**src/rtl/ex_stage_pkg.sv**
```systemverilog
// Shared opcodes, FSM states and EX/MEM register layout for the execute stage.
package ex_stage_pkg;

  localparam logic [5:0] OP_ADD  = 6'h00;
  localparam logic [5:0] OP_ADDI = 6'h01;
  localparam logic [5:0] OP_SUB  = 6'h02;
  localparam logic [5:0] OP_SUBI = 6'h03;
  localparam logic [5:0] OP_MUL  = 6'h04;
  localparam logic [5:0] OP_MULI = 6'h05;
  localparam logic [5:0] OP_OR   = 6'h06;
  localparam logic [5:0] OP_ORI  = 6'h07;
  localparam logic [5:0] OP_AND  = 6'h08;
  localparam logic [5:0] OP_ANDI = 6'h09;
  localparam logic [5:0] OP_XOR  = 6'h0A;
  localparam logic [5:0] OP_XORI = 6'h0B;
  localparam logic [5:0] OP_LDW  = 6'h0C;
  localparam logic [5:0] OP_STW  = 6'h0D;
  localparam logic [5:0] OP_BZ   = 6'h0E;
  localparam logic [5:0] OP_BEQ  = 6'h0F;
  localparam logic [5:0] OP_JR   = 6'h10;
  localparam logic [5:0] OP_HALT = 6'h11;

  typedef enum logic [1:0] {RUN, SQUASH, HALTED} ex_state_e;

  typedef struct packed {
    logic [31:0] alu_result;
    logic [31:0] store_data;
    logic [5:0]  rd_addr;
    logic        reg_write;
    logic        mem_read;
    logic        mem_write;
    logic        mem_to_reg;
    logic        valid;
  } ex_mem_t;

endpackage

```
**src/rtl/ex_alu.sv**
```systemverilog
// Combinational ALU for the execute stage; signed-overflow flag only exists
// when EX_OVF_TRAP_EN is defined.
module ex_alu
  import ex_stage_pkg::*;
(
  input  logic [5:0]  opcode,
  input  logic [31:0] rs_val,
  input  logic [31:0] rt_val,
  input  logic [31:0] imm,
`ifdef EX_OVF_TRAP_EN
  output logic        ovf,
`endif
  output logic [31:0] result
);

  logic [31:0] b_arith, sum, diff;

  // Odd opcodes in the arithmetic block take the immediate operand.
  assign b_arith = opcode[0] ? imm : rt_val;
  assign sum     = rs_val + b_arith;
  assign diff    = rs_val - b_arith;

  always_comb begin
    result = '0;
    case (opcode)
      OP_ADD, OP_ADDI: result = sum;
      OP_SUB, OP_SUBI: result = diff;
      OP_MUL:          result = rs_val * rt_val;
      OP_MULI:         result = rs_val * imm;
      OP_OR:           result = rs_val | rt_val;
      OP_ORI:          result = rs_val | imm;
      OP_AND:          result = rs_val & rt_val;
      OP_ANDI:         result = rs_val & imm;
      OP_XOR:          result = rs_val ^ rt_val;
      OP_XORI:         result = rs_val ^ imm;
      OP_LDW, OP_STW:  result = rs_val + imm;
      default:         result = '0;
    endcase
  end

`ifdef EX_OVF_TRAP_EN
  always_comb begin
    ovf = 1'b0;
    case (opcode)
      OP_ADD, OP_ADDI: ovf = (rs_val[31] == b_arith[31]) && (sum[31]  != rs_val[31]);
      OP_SUB, OP_SUBI: ovf = (rs_val[31] != b_arith[31]) && (diff[31] != rs_val[31]);
      default:         ovf = 1'b0;
    endcase
  end
`endif

endmodule

```
**src/rtl/ex_stage.sv**
```systemverilog
// Execute stage: ALU, branch/JR resolution, wrong-path squash, sticky HALT,
// EX/MEM register. Define EX_OVF_TRAP_EN to add the overflow trap (ovf_2_if).
module ex_stage
  import ex_stage_pkg::*;
#(
  parameter int SQUASH_CNT = 2,
  parameter int BR_SHIFT   = 2
) (
  input  logic        clk,
  input  logic        reset,
  input  logic [5:0]  opcode_in,
  input  logic [31:0] pc_in,
  input  logic [31:0] pc4_in,
  input  logic [31:0] rs_val_in,
  input  logic [31:0] rt_val_in,
  input  logic [5:0]  rd_addr_in,
  input  logic [31:0] imm_in,
  input  logic        branch_in,
  input  logic        mem_read_in,
  input  logic        mem_to_reg_in,
  input  logic        mem_write_in,
  output logic [31:0] alu_result_2_mem,
  output logic [31:0] store_data_2_mem,
  output logic [5:0]  rd_addr_2_mem,
  output logic        reg_write_2_mem,
  output logic        mem_read_2_mem,
  output logic        mem_write_2_mem,
  output logic        mem_to_reg_2_mem,
  output logic        valid_2_mem,
`ifdef EX_OVF_TRAP_EN
  output logic        ovf_2_if,
`endif
  output logic        br_taken_2_if,
  output logic [31:0] br_target_2_if,
  output logic        halt_2_if
);

  ex_state_e   state, state_nxt;
  logic [1:0]  cnt, cnt_nxt;
  logic        run, is_ctrl, taken, alu_ovf;
  logic [31:0] alu_res, target;
  ex_mem_t     nxt, ex_mem_q;
  logic        br_taken_q;
  logic [31:0] br_target_q;
  logic        unused_pc4;

  // PC+4 travels with the decode bundle but no EX operation consumes it.
  assign unused_pc4 = ^pc4_in;

  ex_alu u_alu (
    .opcode (opcode_in),
    .rs_val (rs_val_in),
    .rt_val (rt_val_in),
    .imm    (imm_in),
`ifdef EX_OVF_TRAP_EN
    .ovf    (alu_ovf),
`endif
    .result (alu_res)
  );

`ifndef EX_OVF_TRAP_EN
  assign alu_ovf = 1'b0;
`endif

  assign run     = (state == RUN);
  assign is_ctrl = (opcode_in inside {OP_BZ, OP_BEQ, OP_JR, OP_HALT});
  assign target  = (opcode_in == OP_JR) ? rs_val_in : pc_in + (imm_in << BR_SHIFT);

  always_comb begin
    taken = 1'b0;
    if (run && branch_in) begin
      case (opcode_in)
        OP_BZ:   taken = (rs_val_in == '0);
        OP_BEQ:  taken = (rs_val_in == rt_val_in);
        OP_JR:   taken = 1'b1;
        default: taken = 1'b0;
      endcase
    end
  end

  always_comb begin
    state_nxt = state;
    cnt_nxt   = cnt;
    case (state)
      RUN: begin
        if (taken) begin
          state_nxt = SQUASH;
          cnt_nxt   = 2'(SQUASH_CNT);
        end else if (opcode_in == OP_HALT) begin
          state_nxt = HALTED;
        end
      end
      SQUASH: begin
        cnt_nxt = cnt - 2'd1;
        if (cnt == 2'd1) state_nxt = RUN;
      end
      HALTED:  state_nxt = HALTED;
      default: state_nxt = RUN;
    endcase
  end

  always_ff @(posedge clk or negedge reset) begin
    if (!reset) begin
      state <= RUN;
      cnt   <= '0;
    end else begin
      state <= state_nxt;
      cnt   <= cnt_nxt;
    end
  end

  // Control instructions leave with valid set but every write enable cleared.
  always_comb begin
    nxt            = '0;
    nxt.alu_result = alu_res;
    nxt.store_data = (opcode_in == OP_STW) ? rt_val_in : '0;
    nxt.rd_addr    = rd_addr_in;
    nxt.mem_to_reg = mem_to_reg_in;
    nxt.reg_write  = (opcode_in <= OP_LDW) && (rd_addr_in != '0) && !alu_ovf;
    nxt.mem_read   = mem_read_in && !is_ctrl;
    nxt.mem_write  = mem_write_in && !is_ctrl;
    nxt.valid      = 1'b1;
    if (!run) begin
      nxt.valid     = 1'b0;
      nxt.reg_write = 1'b0;
      nxt.mem_read  = 1'b0;
      nxt.mem_write = 1'b0;
    end
  end

  always_ff @(posedge clk or negedge reset) begin
    if (!reset) begin
      ex_mem_q    <= '0;
      br_taken_q  <= 1'b0;
      br_target_q <= '0;
    end else begin
      ex_mem_q   <= nxt;
      br_taken_q <= taken;
      if (taken) br_target_q <= target;
    end
  end

`ifdef EX_OVF_TRAP_EN
  logic ovf_q;
  always_ff @(posedge clk or negedge reset) begin
    if (!reset)              ovf_q <= 1'b0;
    else if (run && alu_ovf) ovf_q <= 1'b1;
  end
  assign ovf_2_if = ovf_q;
`endif

  assign alu_result_2_mem = ex_mem_q.alu_result;
  assign store_data_2_mem = ex_mem_q.store_data;
  assign rd_addr_2_mem    = ex_mem_q.rd_addr;
  assign reg_write_2_mem  = ex_mem_q.reg_write;
  assign mem_read_2_mem   = ex_mem_q.mem_read;
  assign mem_write_2_mem  = ex_mem_q.mem_write;
  assign mem_to_reg_2_mem = ex_mem_q.mem_to_reg;
  assign valid_2_mem      = ex_mem_q.valid;
  assign br_taken_2_if    = br_taken_q;
  assign br_target_2_if   = br_target_q;
  assign halt_2_if        = (state == HALTED);

endmodule

```
**config.mk**
```make
export PLATFORM = sky130hd
export DESIGN_NAME = ex_stage
export DESIGN_NICKNAME = d
export VERILOG_FILES = /design/src/rtl/ex_stage_pkg.sv /design/src/rtl/ex_alu.sv /design/src/rtl/ex_stage.sv
export SDC_FILE = /design/constraint.sdc
export NUM_CORES = 2
export LEC_CHECK = 0
export CAP_MARGIN = 10
export CORE_MARGIN = 3
export CORE_UTILIZATION = 57
export CTS_BUF_LIST = sky130_fd_sc_hd__clkbuf_8
export DETAILED_ROUTE_END_ITERATION = 10
export PLACE_DENSITY = 0.85
export SYNTH_ARGS = -nofsm -noshare
export SYNTH_HDL_FRONTEND = slang
export SYNTH_SLANG_ARGS = --single-unit
```
**constraint.sdc**
```tcl
create_clock -name clk -period 1.5 [get_ports clk]
set_input_delay 0.15 -clock clk [delete_from_list [all_inputs] [get_ports clk]]
set_output_delay 0.15 -clock clk [all_outputs]
set_load 0.02 [all_outputs]
```
==> results.yml, run 1 <==
floorplan:
  die-height_um: 277.8
  die_w_um: 277.8
  initial_core_util_pct: 57.61
  rows: 99
  num_io_pins: 287
logic_synthesis:
  synth_top_area_share_pct: 38.89
  synth_fa_ha_area_share_pct: 48.52
  syn_area_mm2: 0.04210
  ys_ff_latch: 112
  ys.flop_type: "dfrtp_1"
  ys_warn_count: 0
  ys_seq_area_share_pct: 6.657
  synth_top_family_by_area: "adder cells"
  synth_compound_area_share_pct: 9.120
  synth.largest_area_cell: "fa_1"
  synthTopCellsByArea: "fa_1, ha_1, and2_1"
  synth_cell_type_count: 85
  syn-num-nets: 6094
  synth_xor_area_share_pct: 5.409
  avgSynthCellArea_um2: 8.819
  synth_edf_count: 0
  async_reset_ff_share_pct: 100.0
  synthCells: 4774
  synth.mux.area_fraction_pct: 1.774
  synthSimpleGateAreaFrac_pct: 18.73
placement:
  gp_congestion: 1.091
  place_hpwl_um: 146300
  port_buffers: 254
global_route:
  gr-usage-all-layers_pct: 75.20
  grt_max_degree: 68
  grt_antenna_before_repair: 57
  grt_overflow: 5
clock_network:
  cts-root-buf: "clkbuf_8"
  htree_levels: 3
  numCtsBuffers: 9
  cts_buffer_depth: 2
  cts_sinks: 112
outcome:
  status: "aborted with a tool error"
  lastStage: "global routing"
  tool.error: "[ERROR GRT-0232] Routing congestion too high. Check the congestion heatmap in the GUI."
sta:
  worst-ep-kind: "register input"
  postGrtWorstEndpoint: "alu_result_2_mem[31]$_DFF_PN0_/D"
cell families after synthesis:
kind of cell / after synthesis
simple gates: 1519
fa+ha+maj: 1142
buf+inv: 1091
compound gates: 581
xor+xnor: 260
flops: 112
mux: 69
cell usage after synthesis (7+ instances only):
master     count
nand4_1       18
o2111ai_1      8
nand3_1       24
a31oi_1       26
a21oi_1      135
ha_1         324
and3_1        12
xnor2_1      184
nand3b_1       9
o21bai_1       8
o21ai_0      144
nand2_1      558
fa_1         818
nor2_1       111
a21o_1        52
xor2_1        76
dfrtp_1      112
mux2_2        29
and2_1       642
buf_1         18
nor3_1        39
nor2b_1       20
or3_1         10
a22oi_1       28
a221o_1       15
o21ai_1       11
nand2b_1      22
o31ai_1        9
o211ai_1      17
nor4_1        19
clkbuf_1     277
mux2i_1       37
a32oi_1       20
a211oi_1       7
inv_1        786
o21a_1        27
o221ai_1      15
per-layer routing:
layer / GRT overflow / track usage [%]
met3: 1 / 66.58
met4: 2 / 71.57
met5: 0 / 43.21
met2: 1 / 88.02
met1: 1 / 74.08
repair_timing:
item                       CTS
hold endpoints to repair   112
pin swaps                  288
resized for setup          671
hold buffers                 1
gates cloned                14
setup endpoints to repair  176
buffers inserted           136
through the flow:
step / hold WS, ps / worst slack (ps) / util, % / cell area (µm²) / cells
3_5_place_dp: 126.2 / -6058 / 73.14 / 53450 / 6595
2_1_floorplan: -145.6 / -5378 / - / 43870 / 4774
3_3_place_gp: 120.5 / -5915 / 73.14 / 53450 / 6595
4_1_cts: 35.01 / -5134 / 77.94 / 56960 / 6755
==> run 2, diff against run 1 <==
- CORE_UTILIZATION: 57 -> 40
- CTS_BUF_LIST: sky130_fd_sc_hd__clkbuf_8 -> unset
- PLACE_DENSITY: 0.85 -> unset
- PLACE_DENSITY_LB_ADDON: unset -> 0.15
- clock period: 1.5 -> 1.95 ns (I/O delays scaled with it)
==> results.yml, run 2 <==
outcome:
  status: "finished with violations"
  violations: "negative setup slack"
logic_synthesis:
  async_reset_ff_share_pct: 100.0
  synthTopCellsByArea: "fa_1, ha_1, and2_1"
  synth_compound_area_share_pct: 9.120
  synthSimpleGateAreaFrac_pct: 18.73
  synth_top_family_by_area: "adder cells"
  avgSynthCellArea_um2: 8.819
  ys_warn_count: 0
  post-synth-top-count-cell: "fa_1"
  synth.largest_area_cell: "fa_1"
  synthCells: 4774
  synth.mux.area_fraction_pct: 1.774
  syn_area_mm2: 0.04210
  ys.flop_type: "dfrtp_1"
  synth_cell_type_count: 85
  synth_edf_count: 0
  syn-num-nets: 6094
  synth_top_area_share_pct: 38.89
  synthTopCellsByCount: "fa_1, inv_1, and2_1, nand2_1, ha_1"
  synth_xor_area_share_pct: 5.409
  ys_seq_area_share_pct: 6.657
  ys_ff_latch: 112
  synth_fa_ha_area_share_pct: 48.52
critical_path:
  crit_start: "rs_val_in[14]"
  crit_type: "in -> reg"
  cp_max_fo: 12
  cp_common_cell: "fa_2"
  reg2regPathDepth: 5
  setup.worst_path.end_class: "register"
  path_cells: "buf_4 > buf_12 > and2_1 > fa_2 > fa_2 > fa_1 > inv_1 > fa_1 > inv_1 > fa_1 > fa_2 > fa_2 > fa_2 > ha_4 > nand4_1 > nor4_4 > a211o_1 > o21a_1 > o31a_1 > or4_4 > a311o_1 > xnor2_1 > nand2_1 > o2111ai_2"
  crit_end: "alu_result_2_mem[31]"
  crit_path_start_kind: "primary input"
  slowest_delay_ps: 610
  worst-r2r-setup-slack_ps: 30
  arrival_ps: 7170
  cpMaxStageDelayCell: "fa_2"
  cp_data_required_time_ps: 2290
  reg2reg_from: "state[1]"
  r2r_end: "br_target_2_if[30]"
clock_network:
  cts_buffer_depth: 2
  cts_sinks: 112
  cts-root-buf: "clkbuf_16"
  clk_latency_ps: 450
  cts.clk_slew.worst_paths_ps: 110
  numCtsBuffers: 9
  htree_levels: 3
  cts_tree: "built"
global_route:
  gr-usage-all-layers_pct: 34.75
  grt_antenna_before_repair: 23
  grt_pass1_vias: 40960
  grt_overflow: 0
  grt_pass1_wl_um: 274700
  grt_max_degree: 35
floorplan:
  die-area_mm2: 0.1092
  die_w_um: 330.4
  rows: 118
  die-height_um: 330.4
  initial_core_util_pct: 40.51
  coreArea_mm2: 0.1039
  num_io_pins: 287
sta:
  clock_skew_ps: 21.07
  fin_crit_sh_pct: 350.6
  slew_headroom_pct: 48.24
  hold_violations: 0
  worstMarginPinSlew_ps: 769.3
  setup_ws_ps: -4886
  period_minus_slack_ps: 6836
  clock.fmax_ghz: 0.1463
  finalSetupViolations: 67
  slew_violations: 0
  fin_tns_setup_ps: -142890
  rsz0062_at_grt: "true"
layout:
  fillerInstances: 9302
  drive_gt1_share_pct: 28.57
  final_common_cell: "buf_4"
  fin_util_pct: 56.89
  synthToLayoutAreaGrowth_pct: 40.44
  layout_common_cells: "buf_4, fa_1, inv_1, and2_1, nand2_1"
  finalNetCount: 7090
detailed_routing:
  postRouteAntennaNets: 0
  drt_iter0_markers: 2992
  routed_wl_um: 190100
  first_pass_iters: 6
  wire_per_inst_um: 26.52
  vias_per_cell: 5.441
  vias: 39000
  route.detailed.drc: 0
min_path:
  hold_path_class: "in -> reg"
  hold_depth: 3
placement:
  gp_congestion: 1.051
  port_buffers: 254
  place_hpwl_um: 149900
  post-place-ws_ps: -5668
run:
  maxCapViolCount: 0
-- run 2: cell type report --
cell class	instances	area (µm²)	share of cell area (%)
antenna	12	30.03	0.05078
clock buffer	9	225.2	0.3809
timing repair buffer	1288	12990	21.96
inverter	787	2967	5.017
sequential	112	2804	4.742
multi-input combinational	3572	38280	64.74
clock inverter	7	112.6	0.1904
tap	1380	1727	2.920
-- run 2: critical path: cells and delay by family --
family	cells	cell delay (ps)
simple gates	5	960
xor+xnor	1	140
fa+ha+maj	9	4350
buf+inv	4	420
compound gates	5	1070
-- run 2: how the worst min path moves through the flow --
stage	startpoint	endpoint
floorplan	reset	alu_result_2_mem[0]
global placement	reset	alu_result_2_mem[15]
detailed placement	reset	alu_result_2_mem[15]
CTS	rt_val_in[15]	store_data_2_mem[15]
global route	rt_val_in[15]	store_data_2_mem[15]
finish	rt_val_in[15]	store_data_2_mem[15]
-- run 2: routing by layer --
| layer | share of wire, % | wire length [µm] | global-route usage [%] | vias to the layer above |
|---|---|---|---|---|
| met5 | 0.054 | 102 | 0 | - |
| met4 | 7.4 | 14060 | 18.29 | 16 |
| met3 | 9.2 | 17480 | 7.487 | 471 |
| met2 | 45 | 84740 | 55.04 | 1774 |
| met1 | 39 | 73670 | 44.67 | 19890 |
| li1 | - | - | - | 16850 |
-- run 2: timing repair --
action                                  CTS  global route
cloned                                   20             8
hold buffers                              1             0
setup buffers                            85            48
hold endpoints to repair                 81             0
pin swaps                               236           203
endpoints found under the setup margin   68            69
resized for setup                       574           273
-- run 2: logic make-up after synthesis --
kind of cell    Yosys count
simple gates           1519
fa+ha+maj              1142
buf+inv                1091
compound gates          581
xor+xnor                260
flops                   112
mux                      69
-- run 2: stage by stage --
stage               hold slack [ps]  std cells  cell area, µm²
finish                        132.0       7167           59130
global route                  134.4       7161           59120
CTS                           112.0       7110           57700
detailed placement            97.02       6996           54110
global placement              96.54       6996           54110
floorplan                    -100.6       4774           43860
Power of run 2 is left out: the tool's default activity adds up to more than one toggle a clock period on the data nets, which glitch-free logic cannot reach.
